--- config.mk ---
export PLATFORM = sky130hd
export DESIGN_NAME = vect_seq
export DESIGN_NICKNAME = d
export VERILOG_FILES = /design/src/rtl/vect_seq_pkg.sv /design/src/rtl/vect_seq_div.sv /design/src/rtl/vect_seq.sv
export SDC_FILE = /design/constraint.sdc
export NUM_CORES = 1
export LEC_CHECK = 0
export BUFFER_PORTS_ARGS = -buffer_cell sky130_fd_sc_hd__buf_2
export CORE_MARGIN = 4
export CORE_UTILIZATION = 35
export CTS_CLUSTER_DIAMETER = 30
export DETAILED_ROUTE_END_ITERATION = 10
export MAX_ROUTING_LAYER = met4
export SETUP_SLACK_MARGIN = 0.02
export SLEW_MARGIN = 20
export SYNTH_ARGS = -nofsm -noshare
export SYNTH_HDL_FRONTEND = slang
export SYNTH_SLANG_ARGS = --single-unit
--- constraint.sdc ---
create_clock -name clk -period 3.07 [get_ports clk]
set_input_delay 0.307 -clock clk [delete_from_list [all_inputs] [get_ports clk]]
set_output_delay 0.307 -clock clk [all_outputs]
set_load 0.05 [all_outputs]
--- src/rtl/vect_seq_pkg.sv ---
// rtl/vect_seq_pkg.sv - default vector tables, mode constants and table lookup for vect_seq
package vect_seq_pkg;

    localparam logic MODE_TIMED = 1'b0;
    localparam logic MODE_EVENT = 1'b1;

    localparam int VECT_DEFAULT_LEN = 7;
    localparam int VECT_DEFAULT_X [VECT_DEFAULT_LEN] = '{-1, -2, -3, 2, 1, 2, 3};
    localparam int VECT_DEFAULT_Y [VECT_DEFAULT_LEN] = '{1, 2, 3, -2, -1, -2, -3};

    // Channel 1 is Y; every other channel reuses X. Deep tables repeat the 7-entry pattern.
    function automatic int vect_default(input int ch, input int idx);
        int i;
        i = idx % VECT_DEFAULT_LEN;
        return (ch == 1) ? VECT_DEFAULT_Y[i] : VECT_DEFAULT_X[i];
    endfunction

endpackage

--- src/rtl/vect_seq_div.sv ---
// rtl/vect_seq_div.sv - TICK_DIV timer tick generator with enable and synchronous clear
module vect_seq_div #(
    parameter int TICK_DIV = 8388608
) (
    input  logic clk,
    input  logic rst,
    input  logic en_i,
    input  logic clr_i,
    output logic tick_o
);

    localparam int CW = (TICK_DIV > 2) ? $clog2(TICK_DIV) : 1;
    localparam logic [CW-1:0] LAST = CW'(TICK_DIV - 1);

    logic [CW-1:0] cnt_q, cnt_d;

    always_comb begin
        cnt_d  = cnt_q;
        tick_o = 1'b0;
        if (clr_i) begin
            cnt_d = '0;
        end else if (en_i) begin
            if (cnt_q == LAST) begin
                tick_o = 1'b1;
                cnt_d  = '0;
            end else begin
                cnt_d = cnt_q + 1'b1;
            end
        end
    end

    always_ff @(posedge clk) begin
        if (!rst) cnt_q <= '0;
        else      cnt_q <= cnt_d;
    end

endmodule

--- src/rtl/vect_seq.sv ---
// rtl/vect_seq.sv - velocity-vector sequencer; VECT_SEQ_LOAD_EN makes the tables writable
module vect_seq
    import vect_seq_pkg::*;
#(
    parameter int NCH      = 2,
    parameter int VW       = 3,
    parameter int DEPTH    = 7,
    parameter int TICK_DIV = 8388608,
    localparam int IW      = $clog2(DEPTH),
    localparam int CHW     = (NCH > 1) ? $clog2(NCH) : 1
) (
    input  logic              clk,
    input  logic              rst,
    input  logic              mode,
    input  logic              advance,
    input  logic              restart,
`ifdef VECT_SEQ_LOAD_EN
    input  logic              wr_en,
    input  logic [CHW-1:0]    wr_ch,
    input  logic [IW-1:0]     wr_addr,
    input  logic [VW-1:0]     wr_data,
`endif
    output logic [NCH*VW-1:0] vect_out,
    output logic              step_o,
    output logic [IW-1:0]     idx_o
);

    logic [VW-1:0]     tbl [NCH][DEPTH];
    logic              tick, step_req, load;
    logic [IW-1:0]     idx_q, idx_d, idx_nxt, sel_idx;
    logic [NCH*VW-1:0] vect_q, vect_d;
    logic              step_q, step_d;

    vect_seq_div #(.TICK_DIV(TICK_DIV)) u_div (
        .clk    (clk),
        .rst    (rst),
        .en_i   (mode == MODE_TIMED),
        .clr_i  (mode == MODE_EVENT),
        .tick_o (tick)
    );

`ifdef VECT_SEQ_LOAD_EN
    // Reads see the pre-write value, so a step and a write to one entry load the old data.
    always_ff @(posedge clk) begin
        if (!rst) begin
            for (int c = 0; c < NCH; c++)
                for (int d = 0; d < DEPTH; d++)
                    tbl[c][d] <= VW'(vect_default(c, d));
        end else if (wr_en && (32'(wr_ch) < NCH) && (32'(wr_addr) < DEPTH)) begin
            tbl[wr_ch][wr_addr] <= wr_data;
        end
    end
`else
    always_comb begin
        for (int c = 0; c < NCH; c++)
            for (int d = 0; d < DEPTH; d++)
                tbl[c][d] = VW'(vect_default(c, d));
    end
`endif

    always_comb begin
        idx_nxt  = (idx_q == IW'(DEPTH - 1)) ? '0 : idx_q + 1'b1;
        step_req = (mode == MODE_EVENT) ? advance : tick;
        load     = restart | step_req;
        sel_idx  = restart ? '0 : idx_nxt;
        idx_d    = idx_q;
        vect_d   = vect_q;
        step_d   = 1'b0;
        if (load) begin
            idx_d  = sel_idx;
            step_d = 1'b1;
            for (int c = 0; c < NCH; c++)
                vect_d[c*VW +: VW] = tbl[c][sel_idx];
        end
    end

    always_ff @(posedge clk) begin
        if (!rst) begin
            idx_q  <= '0;
            vect_q <= '0;
            step_q <= 1'b0;
        end else begin
            idx_q  <= idx_d;
            vect_q <= vect_d;
            step_q <= step_d;
        end
    end

    assign vect_out = vect_q;
    assign step_o   = step_q;
    assign idx_o    = idx_q;

endmodule
Word level (Yosys, flattened, before mapping)
Memories as Yosys holds them, arrays and structs flattened. A register that Yosys moved wholly into a read port is not among the register bits.
Cells that the tools add are included.
- output and inout port bits: 10
- flip-flop bits (word level): 27
- memories kept: 2
- logic and storage cells: 20
- ROM bits: 48
- memory list (memory ; words ; width ; rd ports ; clocked after memory_dff ; write ports ; line ; RTL):
    (no name shown) ; 8 ; 3 ; 1 ; 1 ; 0 ; vect_seq.sv:73 ; vect_d[c*VW +: VW] = tbl[c][sel_idx];
    (no name shown) ; 8 ; 3 ; 1 ; 1 ; 0 ; vect_seq.sv:73 ;
- bitwise logic cells: 3
- muxes and demuxes: 5
- add/subtract/negate cells: 2
- equality and inequality tests: 2
- reductions and logical operators: 3
- operators with widths (cell ; number):
    $add 23x1->23 const B ; 1
    $eq 23x23->1 const B ; 1
    $mux 3 ; 2
    $not 3->4 ; 1
    $add 3x1->3 const B ; 1
    $eq 3x3->1 const B ; 1
    $mux 1 ; 3
    $reduce_or 3->1 ; 1
    $logic_not 1->1 ; 2
    $not 1->1 ; 1
    $or 1x1->1 ; 1

Depth between registers and ports, before layout
Gate-level depths: netlist (run 1).
- word-level depth: 5
- gate-level depth with buffers: 7
- gate-level depth less buffers: 5

Cells and area by module
From an unflattened synthesis (run 1), not the netlist that was laid out.
- cells, all modules: 170
- area, all modules: 1492.7 µm²
- by module, submodules not included (module ; cells an instance ; area an instance (µm²) ; instances):
    vect_seq_div ; 129 ; 1117.3 ; 1
    vect_seq ; 41 ; 375.4 ; 1

Least setup slack after synthesis (run 1)
OpenSTA, ideal clock, no wires.
- kind: register to register
- start point: reg u_div.cnt_q[0]
- end point: reg u_div.cnt_q[18]
- data required time: 3.000 ns
- clock period less this slack: 1.831 ns
- path slack: 1.239 ns
- setup time: 0.070 ns
- stages on the path, launching flop included: 6
- buffers on the path: 0
- arrival: 1.761 ns
- path through: dfxtp_1 ha_1 nand4_4 or4_1 or3_1 a21oi_1
- cells in the longest elaborated chain, start to end: 2
- elaborated cells on any way between the ends: 3
- those cells by class: add/sub: 1; eq/ne: 1; reduce/logical: 1
- ends and longest elaborated chain (what ; line ; RTL):
    start: declaration ; vect_seq_div.sv:15 ; logic [CW-1:0] cnt_q, cnt_d;
    start signal: assignment ; vect_seq_div.sv:34 ; else cnt_q <= cnt_d;
    parallel branches: the longest is 2 deep, another holds $add 23x1->23 ; - ;
Parallel ways; which one is timed is not known.
A chain may end at the register's enable or synchronous reset.

Final worst setup path (run 1)
- start point: reg u_div.cnt_q[0]
- end point: reg idx_q[0] (netlist: idx_o[0])
- cells in the longest elaborated chain, start to end: 4
- ends and longest elaborated chain (what ; line ; RTL):
    $eq 23x23->1 ; vect_seq_div.sv:23 ; if (cnt_q == LAST) begin
    $mux 1 ; vect_seq_div.sv:23 ;
    $mux 1 ; vect_seq.sv:63 ; step_req = (mode == MODE_EVENT) ? advance : tick;
    $or 1x1->1 ; vect_seq.sv:64 ; load = restart | step_req;
    end signal: assignment ; vect_seq.sv:83 ; idx_q <= idx_d;
    end: declaration ; vect_seq.sv:30 ; logic [IW-1:0] idx_q, idx_d, idx_nxt, sel_idx;
No other way between the ends.

==> impl_results.md, run 1 <==
- Port bufs: 14
- Sequential area share after synthesis: 0.3988
- Most frequent cells in the layout: dfxtp_1 (33), nor2_1 (20), buf_2 (14)
- Cells after synthesis: around 190
- Fin Hold WS: 0.3483 ns
- Final Critical Period: about 2 ns
- Met2 routed WL: 1.444 mm
- Net Sw Frac: 0.2516
- Clock Tree Buf Depth: 2
- Synth area leader: dfxtp_1
- Combinational fraction of design power: 0.078
- Core area: roughly 0.0045 sq mm
- Critical path class: register to register
- Share of power burned in registers: 0.538
- Top post-synthesis cells by area: dfxtp_1 (40%), xnor2_1 (6.3%), nor2_1 (4.5%), a21oi_1 (3.0%), o21ai_0 (3.0%)
- Area occupied by registers: ~660 sq um
- RD Place Congestion: roughly 0.87
- Number of antenna diodes: 0
- Final Cycle Share: 0.6681
- Buf/Inv on CP: 0
- Grt ovf: 0
- Setup Fix Bufs, Post-CTS: 0
- Synth unique cells: 44
- DRT Pass-1 Iters: 4
- Vias: approximately 1400
- Levels on crit path: 5
- CTS clk-pin slew, worst paths: roughly 0.060 ns
- WL/cell: 13.30 microns
- Layout Skew: 0.004465 ns
- Hold Vio Cnt, Final: 0
- Critical path peak fanout: 9
- CP Capture Type: register
- Antenna violations before repair: 0
- WL met1: 1.767 mm
- Final Util: 0.4058
- Uppermost layer routed: met4
- Height of the die: approximately 77 microns
- Die width: 76.80 microns
- Mapped Area: ~0.0017 sq mm
- Initial core utilization: 0.3702
- Asr flop ratio synth: 0
- Hold_buf cts: 0
- Top-Level Pins: 15
- Top_reg_cell synth: dfxtp_1
- Total GRT Usage: 0.1271
- Post-DP HPWL: between 2 and 2.5 mm
- Delay-heaviest family, CP: simple AND/OR/NAND/NOR gates
- RSZ-0062 raised after global routing: no
- Yosys top cell area share: 0.3988
- Syn. warnings: 0
- Net count of the mapped netlist: 195
- Switch Pwr: slightly above 0.2 mW
- Multi-input gate area: roughly 920 sq um
- Maxcap violations: 0
- Fmax: 487.6 MHz
- Final setup viols: 0
- CP Cell Sequence: ha_1, nand4_4, or4_1, o21ai_0, mux2i_1
- Post-cts resize count: 0
- Max stage delay cell, worst path: or4_1
- Num CTS Buffers: 5
- Synth Register Bits: 33
- Via density: around 5.4
- Most common cell after layout, fill and taps aside: dfxtp_1
- Data required, critical path: 3.28 ns
- Via count of the first global-routing pass: 1291
- Total die area: between 0.005 and 0.006 sq mm
- Outcome: finished, final reports clean
- Syn Area/Cell: just under 9 sq um
- Power Density: 451.9 mW/mm^2
- First-pass GRT wire length: just under 6 mm
- Setup TNS: 0 ns
- Worst-Margin Slew: ~0.71 ns
- Post-route DRC: 0
- R2R cell count: 5
- Clk sink count: 33
- Worst path max stage delay: approximately 0.56 ns
- Hold Crit Depth: 3
- Std cell rows: 24
- Final Max Slew Viols: 0
- CTS H-tree lvls: 2
- Clock network power share: 0.384
- WP data arrival: 2.26 ns
- DR WL met3: roughly 80 microns
- Clk root buf: clkbuf_8
- Post-synth EDFFs: 0
- DRT Wirelength: 3.366 mm
- Fillers: ~470
- Pint: between 0.6 and 0.7 mW
- Clk_lat worst skew: between 0.2 and 0.3 ns
- Largest net degree at the start of global routing: 22
- Hold Crit Class: input pin to register
- Peak VDD IR: 0.1880 mV
- Final nets: ~210
- P&R area growth vs syn: 9.592%
- Post-route ant nets: 0
- Share of layout cells above drive strength 1: 0.1393
- CTS tree: built
- Starting DRC count in detailed routing: 55
- LEAKAGE: 0.6045 nW
- Rel. slew slack: 0.5285
- CP Launch Type: register
## power groups by stage
| stage | logic (mW) | registers, mW | clock network, mW |
|---|---|---|---|
| 5_1_grt | 0.0699 | 0.442 | 0.337 |
| 2_1_floorplan | 0.0260 | 0.473 | 0 |
| 4_1_cts | 0.0644 | 0.441 | 0.322 |
| 6_report | 0.0639 | 0.441 | 0.315 |
| 3_5_place_dp | 0.0640 | 0.451 | 0 |
| 3_3_place_gp | 0.0648 | 0.451 | 0 |
## worst paths after layout
path	startpoint	to	slack [ns]
setup / recovery	u_div.cnt_q[0]	idx_o[0]	1.02
hold reg to reg	vect_out[4]	vect_out[4]	0.46
hold / removal	rst	step_o	0.35
setup reg to reg	u_div.cnt_q[0]	idx_o[0]	1.02
## cell usage after synthesis, drive strengths merged, types with 2 or more instances
cell	n
o21ai	10
o221a	2
nand3	10
or3	7
nand2	12
buf	6
a211oi	2
o211ai	3
inv	6
a2111oi	3
nor2b	3
nor4	5
mux2i	2
nor2	20
a21oi	10
and4	4
nand2b	3
clkbuf	4
nand4	8
dfxtp	33
xnor2	12
nor3	3
xor2	2
or4	5
and3	3
## tightest hold or removal path, delay by kind of cell
family / cells / cell delay [ns]
AOI/OAI and AO/OA: 1 / 0.04
buffers and inverters: 2 / 0.24
## cell families after synthesis
family,count (synthesis),share of synthesized area
compound gates,36,0.1428
buf+inv,16,0.04757
xor+xnor,14,0.07402
mux,2,0.01209
flops,33,0.3988
simple gates,87,0.3172
fa+ha+maj,1,0.007552
## final cells by class
type,count,share of cell area
clock buffers,8,0.04411
inverters,6,0.01241
well taps,52,0.03584
multi-input cells,140,0.5052
repair buffers,14,0.03859
flip-flops and latches,33,0.3639
## metal layers
layer / global-route usage / vias to the layer above
li1: - / 719
met1: 0.1702 / 620
met2: 0.1786 / 12
met3: 0.03279 / 7
met4: 0.05797 / 0
met5: - / -
## flip-flops by register name (all words and copies together) (netlist names)
signal / cells
idx_o: 3
step_o: 1
u_div.cnt_q: 23
vect_out: 6
## per-stage QoR
stage	power (mW)	cell area, sq um	instances	worst slack (ns)
3_3_place_gp	0.5157	1735	245	1.049
3_5_place_dp	0.5148	1735	245	1.036
6_report	0.8204	1815	253	1.019
4_1_cts	0.8272	1815	253	1.021
5_1_grt	0.8492	1815	253	0.8587
2_1_floorplan	0.4990	1657	189	1.239
Note: power is estimated with default switching activity, not from simulation.
==> run 2, diff against run 1 <==
==> constraint.sdc (replaced) <==
create_clock -name clk -period 2 [get_ports clk]
set_input_delay 0.2 -clock clk [delete_from_list [all_inputs] [get_ports clk]]
set_output_delay 0.2 -clock clk [all_outputs]
set_load 0.05 [all_outputs]
==> impl_results.md, run 2 (synthesis gave the netlist of run 1 again) <==
- Hold Vio Cnt, Final: 0 (unchanged)
- Post-route ant nets: 0 (unchanged)
- Most frequent cells in the layout: dfxtp_1 (30), nor2_1 (19), buf_2 (14)
- Final worst setup slack: 0.1421 ns (-0.8769 ns)
- Final Max Slew Viols: 0 (unchanged)
- Antenna violations before repair: 0 (unchanged)
- Power Density: 662.0 mW/mm^2 (+47%)
- Setup slack, reg-to-reg: 0.14 ns (-0.88 ns)
- Critical path peak fanout: 9 (unchanged)
- CP Launch Type: register
- CTS clk-pin slew, worst paths: 0.07 ns (about the same)
- Critical path class: register to register
- Number of antenna diodes: 0 (unchanged)
- Vias: 1449 (+6.7%)
- WP data arrival: 2.08 ns (-0.18 ns)
- RSZ-0062 raised after global routing: yes
- HP Start: rst
- Die width: 76.80 microns (unchanged)
- Hold_buf cts: 0 (unchanged)
- CP Capture Type: register
- DRT Wirelength: 3.552 mm (+5.5%)
- Port bufs: 14 (unchanged)
- Final nets: 214 (+3.9%)
- WL/cell: 13.61 microns (+2.3%)
- Largest register FFs: 23 (unchanged)
- Delay-heaviest family, CP: simple AND/OR/NAND/NOR gates
- Top-Level Pins: 15 (unchanged)
- Fmax: 538.2 MHz (+10%)
- Data required, critical path: 2.22 ns (-1.06 ns)
- LEAKAGE: 0.6483 nW (+7.2%)
- Starting DRC count in detailed routing: 113 (+110%)
- Most common cell after layout, fill and taps aside: dfxtp_1
- Post-route DRC: 0 (unchanged)
- Via count of the first global-routing pass: 1344 (+4.1%)
- Total die area: 0.005897 sq mm (unchanged)
- DP Worst Slack: 0.1074 ns (-0.9289 ns)
- Peak VDD IR: 0.4395 mV (+130%)
- Num CTS Buffers: 5 (unchanged)
- Worst path max stage delay: 0.55 ns (about the same)
- Core area: 0.004474 sq mm (unchanged)
- Post-cts resize count: 0 (unchanged)
- Clk_lat worst skew: 0.27 ns (about the same)
- R2r startpoint: u_div.cnt_q[1]
- Final setup viols: 0 (unchanged)
- Initial core utilization: 0.3702 (unchanged)
- Std cell rows: 24 (unchanged)
- Power Total: 1.252 mW (+53%)
- Clk sink count: 33 (unchanged)
- Final Cycle Share: 0.9290 (+0.2609)
- Maxcap violations: 0 (unchanged)
- Hold Crit Depth: 3 (unchanged)
- P&R area growth vs syn: 14.12%
- Via density: 5.552 (+3.4%)
- First-pass GRT wire length: 6.285 mm (+5.9%)
- Top reg by flops: u_div.cnt_q
- Outcome: finished, final reports clean
- Largest net degree at the start of global routing: 22 (unchanged)
- Buf/Inv on CP: 0 (unchanged)
- Setup TNS: 0 ns (unchanged)
- Grt ovf: 0 (unchanged)
- Worst Hold End: vect_out[1]
- R2R cell count: 5 (unchanged)
- Final Critical Period: 1.858 ns (-0.1931 ns)
- Height of the die: 76.80 microns (unchanged)
- Rel. slew slack: 0.6268 (+0.09822)
- Max stage delay cell, worst path: or4_4
- Clk root buf: clkbuf_8
- Total GRT Usage: 0.1317 (+0.004621)
- RR Endpoint: vect_out[3]
- Share of layout cells above drive strength 1: 0.2105 (+0.07122)
- CTS H-tree lvls: 2 (unchanged)
- Hold Crit Class: input pin to register
- CP Cell Sequence: ha_2, nand4_4, or4_4, o211ai_1, o221a_2
- CTS tree: built
- RD Place Congestion: 0.8316 (-4.8%)
- Clock Tree Buf Depth: 2 (unchanged)
- Layout Skew: 0.003687 ns (-0.0007774 ns)
- Post-DP HPWL: 2.484 mm (+2.8%)
- Worst-Margin Slew: 0.5587 ns (-0.1485 ns)
- DRT Pass-1 Iters: 4 (unchanged)
- Setup Fix Bufs, Post-CTS: 0 (unchanged)
[run 2: cell types whose count changed in the layout (fill, tap and decap cells not counted), sizes merged]
| cell | before | now |
|---|---|---|
| buf | 14 | 22 |
| clkbuf | 8 | 6 |
| clkinv | 0 | 2 |
[run 2: worst max-delay path by stage]
| stage | startpoint | endpoint | slack [ns] | depth (start not counted) |
|---|---|---|---|---|
| 2_1_floorplan | u_div.cnt_q[0] | u_div.cnt_q[18] | 0.17 | 5 |
| 3_3_place_gp | u_div.cnt_q[1] | vect_out[2] | 0.15 | 5 |
| 3_5_place_dp | u_div.cnt_q[1] | vect_out[2] | 0.11 | 5 |
| 4_1_cts | u_div.cnt_q[1] | vect_out[2] | 0.09 | 5 |
| 5_1_grt | u_div.cnt_q[1] | vect_out[2] | 0.01 | 5 |
| 6_report | u_div.cnt_q[1] | vect_out[3] | 0.14 | 5 |
[run 2: power by group]
| group | internal [mW] | leakage (nW) | switching [mW] |
|---|---|---|---|
| Clock | 0.241 | 0.0450 | 0.231 |
| Sequential | 0.669 | 0.270 | 0.00718 |
| Combinational | 0.0290 | 0.334 | 0.0746 |
| Total | 0.939 | 0.648 | 0.312 |
[run 2: area by class of cell]
type | instances | area [sq um]
repair buffers | 22 | 130.1
fillers | 432 | 2584
flip-flops and latches | 33 | 664.4
clock inverters | 2 | 10.01
clock buffers | 6 | 72.57
well taps | 52 | 65.06
inverters | 6 | 22.52
multi-input cells | 140 | 925.9
[run 2: layer usage]
metal  track usage  routed length [microns]  up-vias
li1              -                        -      728
met1        0.1788                     1750      682
met2        0.1873                     1624       35
met3       0.02927                      124        4
met4       0.05616                       53        0
met5             -                        0        -
[run 2: stage by stage]
step           instances  instance area (sq um)  hold slack, ns    util
5_1_grt              261                   1891          0.2415  0.4225
6_report             261                   1891          0.2481  0.4225
3_3_place_gp         253                   1795          0.4488  0.4013
2_1_floorplan        189                   1657          0.3398       -
3_5_place_dp         253                   1795          0.4491  0.4013
4_1_cts              261                   1878          0.2334  0.4197
[run 2: worst reg2reg max path, cell delays in order (launching register included)]
cell and delay, ns:
dfxtp_1 0.37, ha_2 0.23, nand4_4 0.15, or4_4 0.55
o211ai_1 0.28, o221a_2 0.24
